`src/rtl/hazard_ctrl_unit.sv`:
```
// Load-use / taken-branch hazard controller for the ID stage: multi-cycle stalls and flushes.
// Optional macro HAZARD_PERF_CNT_EN adds saturating StallCount/FlushCount cycle counters.
module hazard_ctrl_unit #(
  parameter int REG_ADDR_W        = 5,
  parameter int LOAD_STALL_CYCLES = 1,
  parameter int FLUSH_CYCLES      = 1
) (
  input  logic                  clk,
  input  logic                  reset,
  input  logic                  ID_EX_MemRead,
  input  logic [REG_ADDR_W-1:0] ID_EX_RegisterRt,
  input  logic [REG_ADDR_W-1:0] IF_ID_RegisterRs,
  input  logic [REG_ADDR_W-1:0] IF_ID_RegisterRt,
  input  logic                  IF_ID_UsesRs,
  input  logic                  IF_ID_UsesRt,
  input  logic                  in_BranchControl,
  output logic                  Stall,
  output logic                  Flush,
  output logic                  PCWrite,
  output logic                  IF_ID_Write,
  output logic                  ID_EX_Bubble
`ifdef HAZARD_PERF_CNT_EN
  ,
  output logic [31:0]           StallCount,
  output logic [31:0]           FlushCount
`endif
);

  localparam int MAX_CYCLES = (LOAD_STALL_CYCLES > FLUSH_CYCLES) ? LOAD_STALL_CYCLES : FLUSH_CYCLES;
  localparam int CNT_W      = $clog2(MAX_CYCLES + 1);

  localparam logic [CNT_W-1:0] STALL_RELOAD = CNT_W'(LOAD_STALL_CYCLES - 1);
  localparam logic [CNT_W-1:0] FLUSH_RELOAD = CNT_W'(FLUSH_CYCLES - 1);
  localparam logic [CNT_W-1:0] CNT_ONE      = CNT_W'(1);

  typedef enum logic [1:0] {
    S_IDLE,
    S_STALL,
    S_FLUSH
  } state_e;

  state_e           state_q, state_d;
  logic [CNT_W-1:0] cnt_q, cnt_d;
  logic             hz;
  logic             stall_d, flush_d;

  // Register 0 is hard-wired, so a load targeting it can never create a dependency.
  assign hz = ID_EX_MemRead && (ID_EX_RegisterRt != '0) &&
              ((IF_ID_UsesRs && (ID_EX_RegisterRt == IF_ID_RegisterRs)) ||
               (IF_ID_UsesRt && (ID_EX_RegisterRt == IF_ID_RegisterRt)));

  // NOTE: every signal written here gets a default first, so no path leaves one unassigned (no latch).
  always_comb begin
    state_d = state_q;
    cnt_d   = cnt_q;
    stall_d = 1'b0;
    flush_d = 1'b0;
    unique case (state_q)
      S_IDLE: begin
        if (in_BranchControl) begin
          flush_d = 1'b1;
          if (FLUSH_CYCLES > 1) begin
            state_d = S_FLUSH;
            cnt_d   = FLUSH_RELOAD;
          end
        end else if (hz) begin
          stall_d = 1'b1;
          if (LOAD_STALL_CYCLES > 1) begin
            state_d = S_STALL;
            cnt_d   = STALL_RELOAD;
          end
        end
      end
      S_STALL: begin
        stall_d = 1'b1;
        cnt_d   = cnt_q - CNT_ONE;
        if (cnt_q == CNT_ONE) state_d = S_IDLE;
      end
      S_FLUSH: begin
        flush_d = 1'b1;
        cnt_d   = cnt_q - CNT_ONE;
        if (cnt_q == CNT_ONE) state_d = S_IDLE;
      end
      default: begin
        state_d = S_IDLE;
        cnt_d   = '0;
      end
    endcase
    // Reset overrides the outputs in the same cycle, independent of any pending sequence.
    if (!reset) begin
      stall_d = 1'b0;
      flush_d = 1'b0;
    end
  end

  // NOTE: sequential state uses non-blocking assignments so all registers update from pre-edge values.
  always_ff @(posedge clk) begin
    if (!reset) begin
      state_q <= S_IDLE;
      cnt_q   <= '0;
    end else begin
      state_q <= state_d;
      cnt_q   <= cnt_d;
    end
  end

  assign Stall        = stall_d;
  assign Flush        = flush_d;
  assign PCWrite      = !stall_d;
  assign IF_ID_Write  = !stall_d;
  assign ID_EX_Bubble = stall_d | flush_d;

`ifdef HAZARD_PERF_CNT_EN
  logic [31:0] stall_cnt_q, flush_cnt_q;

  always_ff @(posedge clk) begin
    if (!reset) begin
      stall_cnt_q <= '0;
      flush_cnt_q <= '0;
    end else begin
      if (stall_d && (stall_cnt_q != 32'hFFFF_FFFF)) stall_cnt_q <= stall_cnt_q + 32'd1;
      if (flush_d && (flush_cnt_q != 32'hFFFF_FFFF)) flush_cnt_q <= flush_cnt_q + 32'd1;
    end
  end

  assign StallCount = stall_cnt_q;
  assign FlushCount = flush_cnt_q;
`endif

endmodule

```
`config.mk`:
```
export PLATFORM = sky130hd
export DESIGN_NAME = hazard_ctrl_unit
export DESIGN_NICKNAME = d
export VERILOG_FILES = /design/src/rtl/hazard_ctrl_unit.sv
export SDC_FILE = /design/constraint.sdc
export NUM_CORES = 1
export LEC_CHECK = 0
export BUFFER_PORTS_ARGS = -buffer_cell sky130_fd_sc_hd__buf_4
export CELL_PAD_IN_SITES_DETAIL_PLACEMENT = 0
export CELL_PAD_IN_SITES_GLOBAL_PLACEMENT = 2
export CORE_AREA = 10 10 48 50
export DETAILED_ROUTE_END_ITERATION = 6
export DIE_AREA = 0 0 58 60
export PLACE_DENSITY = 0.78
export SYNTH_ARGS = -nofsm -noshare
export SYNTH_HDL_FRONTEND = slang
export SYNTH_SLANG_ARGS = --single-unit
```
`constraint.sdc`:
```
create_clock -name clk -period 1.8 [get_ports clk]
set_input_delay 0.27 -clock clk [delete_from_list [all_inputs] [get_ports clk]]
set_output_delay 0.27 -clock clk [all_outputs]
set_load 0.02 [all_outputs]
```
==> After elaboration in Yosys (flattened, before gate mapping) <==
Cells that the tools add are included.
{ "word_totals": {"ff_bits": 3, "input_bits": 21, "output_inout_bits": 5, "word_cells": 30} }
{ "classes": {"addsub": 1, "eq_ne": 5, "mux": 10, "bitwise_logic": 2, "n_reduce_logical": 10} }
{ "op_table": {"columns": ["operator", "count"], "rows": [
  ["5-bit equality test", 2],
  ["1-bit case mux with 2 select lines", 3],
  ["1-bit two-way mux", 5],
  ["5-bit nonzero test", 1],
  ["1-bit logical AND", 4],
  ["2-bit case mux with 2 select lines", 1],
  ["2-bit by 1-bit equality test with 1-bit output, second input constant", 1],
  ["2-bit equality test, second input constant", 1],
  ["2-bit zero test", 1],
  ["2-bit two-way mux", 1],
  ["2-bit by 1-bit != test with 1-bit output, second input constant", 1],
  ["2-bit AND reduction", 1],
  ["2-bit OR reduction", 1],
  ["1-bit zero test", 1],
  ["1-bit logical OR", 1],
  ["1-bit inverter", 1],
  ["1-bit bitwise OR", 1],
  ["1-bit subtractor, second input constant", 1]
]} }

==> Logic depth before layout (Yosys ltp) <==
{ "logic_depth": {"word_depth": 9, "mapped_depth": 5, "ltp_nobuf": 4} }

==> Least setup slack after synthesis <==
OpenSTA, ideal clock, no wires.
{ "synth_timing": {"path_kind": "input -> output", "start": "input port ID_EX_RegisterRt[2]", "end": "output port PCWrite", "t_arrival_ns": 1.488, "path_slack_ns": 0.042, "cell_stages": 5, "path_buffers": 1, "cell_sequence": "xor2_1 > nor4_2 > a32oi_1 > or3_1 > buf_4"} }
{ "synth_via": {"elab_chain_cells": 9} }
{ "synth_lines": {"columns": ["element", "line_no", "text"], "rows": [
  ["start: declaration", "11", "input logic [REG_ADDR_W-1:0] ID_EX_RegisterRt,"],
  ["5-bit equality test (on tied branches)", "49, 50", null],
  ["1-bit logical AND (on tied branches)", "49, 50", null],
  ["1-bit logical OR", "49", "((IF_ID_UsesRs && (ID_EX_RegisterRt == IF_ID_RegisterRs)) ||"],
  ["1-bit logical AND (*)", "48", "assign hz = ID_EX_MemRead && (ID_EX_RegisterRt != '0) &&"],
  ["1-bit two-way mux (*)", "66", "end else if (hz) begin"],
  ["1-bit two-way mux (*)", "60", "if (in_BranchControl) begin"],
  ["1-bit case mux with 2 select lines (*)", "58", "unique case (state_q)"],
  ["1-bit two-way mux (*)", "90", "if (!reset) begin"],
  ["1-bit zero test (*)", null, null],
  ["end: declaration", "19", "output logic PCWrite,"]
]} }
Every way passes the cells marked *; elsewhere a longest branch is shown, timed or not.

==> Final worst setup path <==
{ "layout_timing": {"start": "input port ID_EX_RegisterRt[3]", "end": "output port PCWrite"} }
{ "layout_via": {"elab_chain_cells": 9} }
{ "layout_lines": {"columns": ["element", "line_no", "text"], "rows": [
  ["5-bit equality test (on tied branches)", "49, 50", null],
  ["1-bit logical AND (on tied branches)", "49, 50", null],
  ["1-bit logical OR", "49", null],
  ["1-bit logical AND (*)", "48", null],
  ["1-bit two-way mux (*)", "66", null],
  ["1-bit two-way mux (*)", "60", null],
  ["1-bit case mux with 2 select lines (*)", "58", null],
  ["1-bit two-way mux (*)", "90", null],
  ["1-bit zero test (*)", "109", "assign PCWrite = !stall_d;"]
]} }
Marks and branches as above.

==> impl_metrics.ini <==
[timing]
relSlewSlack = 0.824
worst_slack_ns = -0.00882
hold_violations = 0
post_route_setup_tns_ns = -0.0173
setup_viol_count_final = 2
max_slew.worst_pin.slew_ns = 0.262
period_needed_ns = 1.81
timing.fmax_mhz = 553
hold_ws_ns = 0.806
rsz_0062_raised_after_global_routing = true
tcrit_tclk_final = 1.00
report.final.slew_viol_count = 0

[yosys]
list_of_most_frequent_post_synthesis_cells = 8 x xor2_1, 2 x xnor2_1
synthesis.instances = 21
synth_seq_area_share = 0
synth_area_leader_cell = xor2_1
synth.yosys.warnings = 0
synth.avg_cell_area_um2 = 8.04
area_share_of_the_largest_cell_type_after_synthesis = 0.415
synth_cell_type_count = 13
post-synth-top-count-cell = xor2_1
postSynthNetCount = 42
top_post_synthesis_cells_by_area = xor2_1 41%, xnor2_1 10%, nor4_2 7.4%
syn-cell-area_um2 = 169

[power]
vdd_ir_drop_max_mv = 0.0600
power.density_nw_per_um2 = 194
power_leakage_nw = 0.208
totalPowerFinal_uw = 88.7

[global_route]
grt_pass1_vias = 266
grt_remaining_overflow = 0
grtUsageTotal = 0.0392
grt_first_pass_wirelength_um = 1150
antenna_violations_before_repair = 0
grt_max_degree = 4

[place]
hpwlAfterDp_um = 741
placedCellCount = 64
placed_area_um2 = 392
preCtsSetupSlack_ns = 0.0239
place.gp.congestion = 0.588
numPortBuffers = 25

[die]
design.die.area_um2 = 3480
io_pins = 26
design.core.area_um2 = 1440
die_height_um = 60
start_util = 0.118
chipWidth_um = 58
fp-row-count = 14

[critical_path]
worst_ep_required_time_ns = 1.53
worst_path_max_fanout = 3
crit_arrival_ns = 1.54
setup.worst_path.start_class = input port
endpoint_kind = output pin
timing_worst_setup_path_type = input port to output pin

[cells_and_area]
finalNetCount = 72
fin_area_um2 = 457
area_growth_pct = 170
nClkBuffers = 0
n_sequential_cell = 0
drive_above_1_share = 0.714
final_cells = 65
num_antenna_cells = 0
finalCoreUtilization = 0.318
regArea_um2 = 0
n_fill_cell = 157

[detailed_routing]
routed_wire_length_um = 817
dr.first_iter.drc_count = 0
number_of_nets_with_antenna_violations_after_routing = 0
wl_per_cell_um = 12.6
route.detailed.drc = 0
routed-via-count = 257
routed_via_density = 3.95
firstDrtPassIters = 1

[outcome]
run_status = complete, but fails checks
violations = negative setup slack

[worst_hold_path]
hold_start = in_BranchControl
cells_on_worst_hold_path = 3
worst_hold_path_type = input port to output pin
hold-path-endpoint = Stall

[flow_run]
max_cap_violations = 0

[clocking]
ctsHoldBuffers = 0
cells by family (layout without fill, tap and decap cells):
logic type / count (synthesis) / count (layout) / share of synthesized area
buffers and inverters: 1 / 29 / 0.0445
AND/OR/NAND/NOR: 7 / 7 / 0.296
AO/OA/AOI/OAI: 3 / 3 / 0.141
XOR/XNOR: 10 / 10 / 0.519
power breakdown:
| group | leakage, nW | switching (mW) | internal (mW) |
|---|---|---|---|
| combinational | 0.208 | 0.0333 | 0.0554 |
| sequential | 0 | 0 | 0 |
| clock | 0 | 0 | 0 |
| total | 0.208 | 0.0333 | 0.0554 |
cell usage in the layout, fill, tap and decap left out:
cell type,instances
o21bai_1,1
nor4_1,1
a32oi_1,1
nor3_4,1
xor2_1,6
or3_4,1
xor2_2,2
nor4_2,1
and2_0,1
o211ai_1,1
buf_4,23
xnor2_1,2
or4_4,1
buf_6,6
and2_1,1
routing by layer:
| layer | part of all wire | routed length, µm | up-vias | GRT usage |
|---|---|---|---|---|
| li1 | - | - | 131 | - |
| met1 | 0.23 | 188 | 116 | 0.0360 |
| met2 | 0.64 | 521 | 10 | 0.0767 |
| met3 | 0.13 | 107 | 0 | 0.0233 |
| met4 | 0 | 0 | 0 | 0 |
| met5 | 0 | 0 | - | 0 |
layout make-up:
type,instances,area (µm²),share of cell area
tap,16,20.0,0.0438
timing repair buffer,29,240,0.526
multi-input combinational,20,196,0.430
worst max-delay path by stage:
stage / start / endpoint
6_report: ID_EX_RegisterRt[3] / PCWrite
5_1_grt: IF_ID_RegisterRt[0] / IF_ID_Write
4_1_cts: ID_EX_RegisterRt[3] / PCWrite
3_5_place_dp: ID_EX_RegisterRt[3] / PCWrite
3_3_place_gp: ID_EX_RegisterRt[3] / PCWrite
2_1_floorplan: ID_EX_RegisterRt[2] / PCWrite
worst max-delay path, stage by stage:
cell and delay [ns]:
buf_4 0.12, or4_4 0.52, o211ai_1 0.23, buf_4 0.17
or3_4 0.12, buf_6 0.11
what timing repair did:
item / in CTS / in global routing
setup endpoints to repair: 0 / 4
gates resized for setup: 0 / 12
buffers inserted: 0 / 1
(Power assumes the default switching activity.)
